**src/rtl/seg_disp_pkg.sv**
```systemverilog
// Purpose: shared constants and types for the seven-segment display path.
// Latency: n/a (package only).
// Backpressure: n/a (package only).
// Contents: default clock rate and digit count, the active-low blank
// pattern and the 4-bit digit code type used by the scanner.
package seg_disp_pkg;

  localparam int CLK_HZ       = 100_000_000;
  localparam int N_DIGITS_DEF = 8;
  // One digit slot per millisecond at the default clock.
  localparam int TICK_DIV_DEF = CLK_HZ / 1000;

  // Active-low anodes: all ones means every digit is dark.
  localparam logic [7:0] SEG_OFF = 8'hFF;

  typedef logic [3:0] digit_code_t;

endpackage

```
**src/rtl/refresh_tick.sv**
```systemverilog
// Purpose: free-running slot counter with a terminal-count tick.
// Latency: tick is combinational from the registered count (asserted on cnt == TICK_DIV-1).
// Backpressure: none; counts every cycle while out of reset.
// Ports: clk, rst (sync, active-high), cnt (current slot position), tick (one-cycle pulse).
module refresh_tick #(
  parameter int TICK_DIV = 100000,
  localparam int CNT_W   = (TICK_DIV > 1) ? $clog2(TICK_DIV) : 1
) (
  input  logic             clk,
  input  logic             rst,
  output logic [CNT_W-1:0] cnt,
  output logic             tick
);

  logic [CNT_W-1:0] cnt_q;
  logic [CNT_W-1:0] cnt_d;

  assign tick  = (cnt_q == CNT_W'(TICK_DIV - 1));
  assign cnt_d = tick ? '0 : cnt_q + 1'b1;
  assign cnt   = cnt_q;

  always_ff @(posedge clk) begin
    if (rst) begin
      cnt_q <= '0;
    end else begin
      cnt_q <= cnt_d;
    end
  end

endmodule

```
**src/rtl/seg_scan_mux.sv**
```systemverilog
// Purpose: time-multiplexed scanner for an N-digit seven-segment display.
// Latency: outputs are registered, one cycle behind the slot counter and digit index.
// Backpressure: none; inputs are sampled into a shadow frame only at frame boundaries.
// Ports: clk, rst (sync, active-high); value/digit_en/dp_in frame inputs;
//        bcd_out to the decoder, anodes (active-low), dp_n (active-low), digit_sel.
module seg_scan_mux
  import seg_disp_pkg::*;
#(
  parameter int N_DIGITS = N_DIGITS_DEF,
  parameter int TICK_DIV = TICK_DIV_DEF,
  parameter int GUARD    = 4,
  localparam int SEL_W   = (N_DIGITS > 1) ? $clog2(N_DIGITS) : 1
) (
  input  logic                  clk,
  input  logic                  rst,
  input  logic [4*N_DIGITS-1:0] value,
  input  logic [N_DIGITS-1:0]   digit_en,
  input  logic [N_DIGITS-1:0]   dp_in,
  output logic [3:0]            bcd_out,
  output logic [N_DIGITS-1:0]   anodes,
  output logic                  dp_n,
  output logic [SEL_W-1:0]      digit_sel
);

  localparam int CNT_W = (TICK_DIV > 1) ? $clog2(TICK_DIV) : 1;
  localparam logic [N_DIGITS-1:0] ALL_OFF = SEG_OFF[N_DIGITS-1:0];

  logic [CNT_W-1:0] cnt;
  logic             tick;

  refresh_tick #(
    .TICK_DIV(TICK_DIV)
  ) u_refresh_tick (
    .clk  (clk),
    .rst  (rst),
    .cnt  (cnt),
    .tick (tick)
  );

  logic [SEL_W-1:0]                 idx_q, idx_d;
  logic                             first_q;
  digit_code_t [N_DIGITS-1:0]       val_sh_q;
  logic [N_DIGITS-1:0]              en_sh_q;
  logic [N_DIGITS-1:0]              dp_sh_q;

  logic                             frame_end;
  logic                             load;
  logic                             in_guard;
  logic [N_DIGITS-1:0]              one_hot;
  logic [N_DIGITS-1:0]              anodes_d;
  logic                             dp_n_d;

  // The last slot's tick closes the frame; with one digit every tick does,
  // which also pins idx at 0.
  assign frame_end = tick && (idx_q == SEL_W'(N_DIGITS - 1));
  assign idx_d     = frame_end ? '0 : (tick ? idx_q + 1'b1 : idx_q);

  // Shadow frame reloads right after reset and at every frame boundary, so
  // mid-frame input changes never tear the displayed frame.
  assign load = first_q || frame_end;

  // Signed compare so a zero guard is simply never true.
  assign in_guard = (int'(cnt) < GUARD);

  assign one_hot  = N_DIGITS'(1) << idx_q;
  assign anodes_d = (in_guard || !en_sh_q[idx_q]) ? ALL_OFF : ~one_hot;
  assign dp_n_d   = in_guard ? 1'b1 : ~(dp_sh_q[idx_q] & en_sh_q[idx_q]);

  always_ff @(posedge clk) begin
    if (rst) begin
      idx_q     <= '0;
      first_q   <= 1'b1;
      val_sh_q  <= '0;
      en_sh_q   <= '0;
      dp_sh_q   <= '0;
      bcd_out   <= '0;
      anodes    <= ALL_OFF;
      dp_n      <= 1'b1;
      digit_sel <= '0;
    end else begin
      idx_q <= idx_d;
      if (load) begin
        first_q  <= 1'b0;
        val_sh_q <= value;
        en_sh_q  <= digit_en;
        dp_sh_q  <= dp_in;
      end
      bcd_out   <= val_sh_q[idx_q];
      anodes    <= anodes_d;
      dp_n      <= dp_n_d;
      digit_sel <= idx_q;
    end
  end

endmodule

```
**config.mk**
```make
export PLATFORM = sky130hd
export DESIGN_NAME = seg_scan_mux
export DESIGN_NICKNAME = d
export VERILOG_FILES = /design/src/rtl/seg_disp_pkg.sv /design/src/rtl/refresh_tick.sv /design/src/rtl/seg_scan_mux.sv
export SDC_FILE = /design/constraint.sdc
export NUM_CORES = 1
export LEC_CHECK = 0
export CAP_MARGIN = 20
export CORE_ASPECT_RATIO = 0.6
export CORE_UTILIZATION = 40
export CTS_CLUSTER_DIAMETER = 30
export DETAILED_ROUTE_END_ITERATION = 10
export SYNTH_ARGS = -nofsm -noshare
export SYNTH_HDL_FRONTEND = slang
export SYNTH_HIERARCHICAL = 1
export SYNTH_SLANG_ARGS = --single-unit
```
**constraint.sdc**
```tcl
create_clock -name clk -period 3.35 [get_ports clk]
set_clock_uncertainty 0.05 [all_clocks]
set_input_delay 0.5025 -clock clk [delete_from_list [all_inputs] [get_ports clk]]
set_output_delay 0.5025 -clock clk [all_outputs]
set_load 0.005 [all_outputs]
```
==> Word-level counts from Yosys, hierarchy flattened <==
Cells that the tools add are included.
{ "word_totals": {"output_inout_bits": 16, "reg_bits": 85, "word_cells": 41, "input_bits": 50} }
{ "op_classes": {"n_addsub": 2, "reduce_logical": 8, "bitwise": 3, "magnitude_cmp": 2, "eq_ne": 2, "shifts": 1, "n_mux": 6} }
{ "op_table": {"columns": ["operator", "count"], "rows": [
  ["adder 17 x 1 -> 17 bit (second input constant)", 1],
  ["equality test 17 bit (second input constant)", 1],
  ["less-than comparator 17 x 3 -> 1 bit (second input constant)", 1],
  ["binary-select mux 4 bit (select 3 bit)", 1],
  ["NOT 8 bit", 1],
  ["OR reduction 2 bit", 4],
  ["<< shifter 1 x 3 -> 8 bit (first input constant)", 1],
  ["binary-select mux 1 bit (select 3 bit)", 2],
  ["less-than comparator 3 x 4 -> 1 bit (second input constant)", 1],
  ["2-to-1 mux 4 bit", 1],
  ["adder 3 x 1 -> 3 bit (second input constant)", 1],
  ["equality test 3 bit (second input constant)", 1],
  ["logical OR 1 bit", 2],
  ["2-to-1 mux 1 bit", 2],
  ["bitwise AND 1 bit", 1],
  ["logical AND 1 bit", 1],
  ["zero test 1 bit", 1],
  ["NOT 1 bit", 1]
]} }

==> Longest topological paths before layout <==
{ "logic_depth": {"word_depth": 5, "mapped_depth": 10} }

==> Cells and area by module <==
Netlist, hierarchy kept.
{ "by_module_without_submodules": {"columns": ["mod", "area_per_inst_um2", "seq_area_each_um2", "n_inst", "cells_per_inst"], "rows": [
  ["seg_scan_mux", 2738.9, 1361.3, 1, 314],
  ["refresh_tick", 797.0, 340.3, 1, 88]
]} }

==> Worst setup path after synthesis <==
Ideal clock, no wire load.
{ "synth_path": {"path_kind": "register to register", "start": "register u_refresh_tick.cnt_q[0], in the netlist u_refresh_tick/cnt[0]", "end": "register val_sh_q[20] (netlist name)", "arrival_ns": 1.813, "path_slack_ns": 1.417, "path_stages_with_launch": 11, "t_required_ns": 3.229, "setup_ns": 0.071, "period_less_slack_ns": 1.933, "n_path_buf": 3, "cell_sequence": "dfxtp_1 -> ha_1 -> nand4_1 -> nor2_1 -> and3_1 -> buf_2 -> a21o_1 -> buf_4 -> buf_2 -> nand2_1 -> a21oi_1"} }
{ "synth_between": {"elab_chain_cells": 3} }
{ "synth_rtl": {"columns": ["element", "line_no", "source"], "rows": [
  ["from (decl)", "refresh_tick.sv:15", "logic [CNT_W-1:0] cnt_q;"],
  ["from (signal assigned)", "refresh_tick.sv:26", "cnt_q <= cnt_d;"],
  ["equality test 17 bit", "refresh_tick.sv:18", "assign tick = (cnt_q == CNT_W'(TICK_DIV - 1));"],
  ["named net tick", "seg_scan_mux.sv:29", "logic tick;"],
  ["logical AND 1 bit", "seg_scan_mux.sv:55", "assign frame_end = tick && (idx_q == SEL_W'(N_DIGITS - 1));"],
  ["logical OR 1 bit", "seg_scan_mux.sv:60", "assign load = first_q || frame_end;"],
  ["to (signal assigned)", "seg_scan_mux.sv:84", "val_sh_q <= value;"],
  ["to (decl)", "seg_scan_mux.sv:42", "digit_code_t [N_DIGITS-1:0] val_sh_q;"]
]} }
The timed path passes the listed nets, and every way through them passes these cells.
A chain may end at the register's enable or synchronous reset.

==> Final worst setup path <==
{ "layout_path": {"start": "register u_refresh_tick.cnt_q[0], in the netlist u_refresh_tick/cnt[0]", "end": "register dp_sh_q[7]"} }
{ "layout_between": {"elab_chain_cells": 3} }
{ "layout_rtl": {"columns": ["element", "line_no", "source"], "rows": [
  ["equality test 17 bit", "refresh_tick.sv:18", null],
  ["named net tick", "seg_scan_mux.sv:29", null],
  ["logical AND 1 bit", "seg_scan_mux.sv:55", null],
  ["logical OR 1 bit", "seg_scan_mux.sv:60", null],
  ["to (signal assigned)", "seg_scan_mux.sv:86", "dp_sh_q <= dp_in;"],
  ["to (decl)", "seg_scan_mux.sv:44", "logic [N_DIGITS-1:0] dp_sh_q;"]
]} }
The timed path passes the listed nets, and every way through them passes these cells.

==> metrics.cfg <==
[outcome]
outcome=completed

[clocking]
clock_sinks=85
cts_max_level=3
cts_resized=0
numCtsBuffers=9
postCtsSetupBuffers=0
cts_root_buffer=sky130_fd_sc_hd__clkbuf_16
clk_pin_slew_worst_paths_ns=0.06
cts_hold_repair.buffers=0
clk_latency_ns=0.34
tritoncts=built
buffer_levels_on_the_longest_clock_path=2

[yosys]
yosys_most_used_dff=sky130_fd_sc_hd__dfxtp_1
syn_area_per_cell_sq_um=8.80
synth_top_cells_by_count=121 x sky130_fd_sc_hd__nand2_1, 85 x sky130_fd_sc_hd__dfxtp_1, 55 x sky130_fd_sc_hd__a21oi_1, 27 x sky130_fd_sc_hd__nor2_1, 13 x sky130_fd_sc_hd__buf_2
synth_async_sr_flop_share=0
synth_seq_area_share=0.481
post_synth_main_area_contributors=sky130_fd_sc_hd__dfxtp_1 48%, sky130_fd_sc_hd__nand2_1 13%, sky130_fd_sc_hd__a21oi_1 7.8%, sky130_fd_sc_hd__mux4_2 5.7%, sky130_fd_sc_hd__nor2_1 2.9%
cell_taking_the_most_area_after_synthesis=sky130_fd_sc_hd__dfxtp_1
most_frequent_cell_after_synthesis=sky130_fd_sc_hd__nand2_1
mappedNetlistArea_sq_um=3540
synth-warning-count=6
yosys.cell_types.count=38
synth_edf_count=0
yosys_register_bits=85
net_count_synth=459
postSynthCellCount=402
synth_top_area_share=0.481

[final_layout]
fillers=808
drive_above_1_share=0.0781
nNetsFinal=513
diodes=0
synthToLayoutAreaGrowth_pct=27.2
final_area_sq_um=4500
final_cell_count_no_fill=573
post-route-util=0.526

[job]
drv_cap=0

[detailed_routing]
detailed_route_wire_length_per_cell_um=14.3
detailroute.via_count=2885
post_route_antenna_net_violation_count=0
finalWirelength_mm=8.21
violation_count_after_the_first_detailed_route_iteration=215
detailedRoute.firstPassIterationCount=4
vias_per_cell=5.03
remaining_drc_errors=0

[placement]
dp_hpwl_mm=5.69
dp_cells=557
place_ws_ns=0.958
last_weighted_congestion_value_of_the_routability_driven_placer=0.840
place.port_buffers=65
place_area_sq_um=4200

[sta]
fin_setup_tns_ns=0
final_max_slew_viol_count=0
timing.final.setup_violations=0
worstMarginPinSlew_ns=0.615
fin_crit_ns=2.44
whs_ns=0.397
finalWorstSetupSlack_ns=0.907
number_of_hold_violations_in_the_final_report=0
slew_headroom=0.589
post-route-period-util=0.729
max_clk_rate_ghz=0.409
unrepaired_setup_endpoints_after_global_routing=no

[floorplan]
initial_utilization=0.413
die_height_um=74.8
core_area_sq_um=8560
placement_rows=26
overall_die_width_um=123
io_pins=66
floorplan.die_area_sq_um=9230

[worst_setup_path]
worstSetupStartpoint=u_refresh_tick/cnt[0]$_SDFF_PP0_
setup.worst_path.class=register to register
timing.critical_path.fanout_max=48
critPathCaptureType=register
timing.rr.start=u_refresh_tick/cnt[0]$_SDFF_PP0_
cp.arrival_ns=2.65
startpoint_type=register
crit_required_ns=3.56

[pwr]
power.density_nw_per_um2=492
total_leakage_power_nw=1.62
worst_ir_drop_vdd_v=0.000259
total_design_power_mw=2.21

[global_route]
antenna_found_initial=0
groute.usage.overall=0.194
grt_pass1_vias=2685
grt_max_degree=60
global_route.overflow_total=0
grt_first_pass_wirelength_mm=13.4

[min_path]
hold_path.startpoint=val_sh_q[27]$_SDFFE_PP0P_
worst_hold_path_type=register to register

[final cells by class]
type	instances	area [sq um]	share of cell area
clock buffers	12	246	0.0548
clock inverters	4	47.5	0.0106
inverters	5	18.8	0.00417
multi-input cells	285	1650	0.366
flip-flops and latches	85	1700	0.378
well taps	112	140	0.0312
repair buffers	70	696	0.155
[per-layer routing]
metal	up-vias	GRT usage	wire length (um)
li1	1459	-	-
met5	-	0	0
met2	96	0.276	3370
met3	6	0.0697	634
met4	0	0.0482	84
met1	1324	0.280	4130
[critical path, stage by stage (launching register included)]
cell                      delay, ns
sky130_fd_sc_hd__dfxtp_1       0.36
sky130_fd_sc_hd__ha_1          0.24
sky130_fd_sc_hd__nand4_1       0.26
sky130_fd_sc_hd__nor2_1        0.20
sky130_fd_sc_hd__and3_1        0.35
sky130_fd_sc_hd__a21o_1        0.17
sky130_fd_sc_hd__buf_4         0.41
sky130_fd_sc_hd__nand2_1       0.13
sky130_fd_sc_hd__a21oi_1       0.16
[logic make-up after synthesis]
kind of cell	after synthesis	synth area share
buf+inv	32	0.0548
fa+ha+maj	7	0.0248
mux	16	0.0817
flops	85	0.481
simple gates	183	0.223
xor+xnor	13	0.0322
compound gates	66	0.102
[placed cells by master, fill, tap and decap left out, types with 2 or more instances in the layout]
cell,count
sky130_fd_sc_hd__buf_4,4
sky130_fd_sc_hd__nand2_1,121
sky130_fd_sc_hd__o31ai_1,2
sky130_fd_sc_hd__nor3_1,5
sky130_fd_sc_hd__a21o_1,2
sky130_fd_sc_hd__inv_2,2
sky130_fd_sc_hd__nor2_1,27
sky130_fd_sc_hd__inv_1,3
sky130_fd_sc_hd__o211ai_1,2
sky130_fd_sc_hd__clkbuf_1,2
sky130_fd_sc_hd__clkinv_2,2
sky130_fd_sc_hd__mux4_2,9
sky130_fd_sc_hd__nand3_1,8
sky130_fd_sc_hd__a21oi_1,55
sky130_fd_sc_hd__ha_1,7
sky130_fd_sc_hd__nor4_1,8
sky130_fd_sc_hd__mux2i_1,6
sky130_fd_sc_hd__xor2_1,5
sky130_fd_sc_hd__dfxtp_1,85
sky130_fd_sc_hd__clkdlybuf4s50_1,64
sky130_fd_sc_hd__or4_1,2
sky130_fd_sc_hd__nand4_1,4
sky130_fd_sc_hd__clkbuf_16,9
sky130_fd_sc_hd__xnor2_1,8
[sequential cells by signal, summed over array words and instances, names as in the netlist]
register / cells
val_sh_q: 32
u_refresh_tick/cnt: 17
anodes: 8
dp_sh_q: 8
en_sh_q: 8
bcd_out: 4
digit_sel: 3
idx_q: 3
dp_n: 1
first_q: 1
[power by group]
part,total [mW],switching (mW),leakage (nW),internal (mW)
clock network,0.977,0.382,0.143,0.595
registers,1.07,0.0220,0.696,1.05
logic,0.164,0.0734,0.777,0.0903
total,2.21,0.477,1.62,1.73
[worst paths after layout]
path                                                   to  slack (ns)  depth (start not counted)
worst max-delay path              dp_sh_q[7]$_SDFFE_PP0P_        0.91                          8
worst min-delay path            val_sh_q[27]$_SDFFE_PP0P_        0.40                          2
worst max register to register    dp_sh_q[7]$_SDFFE_PP0P_        0.91                          8
worst min register to register  val_sh_q[27]$_SDFFE_PP0P_        0.40                          2
(Power assumes the default switching activity.)
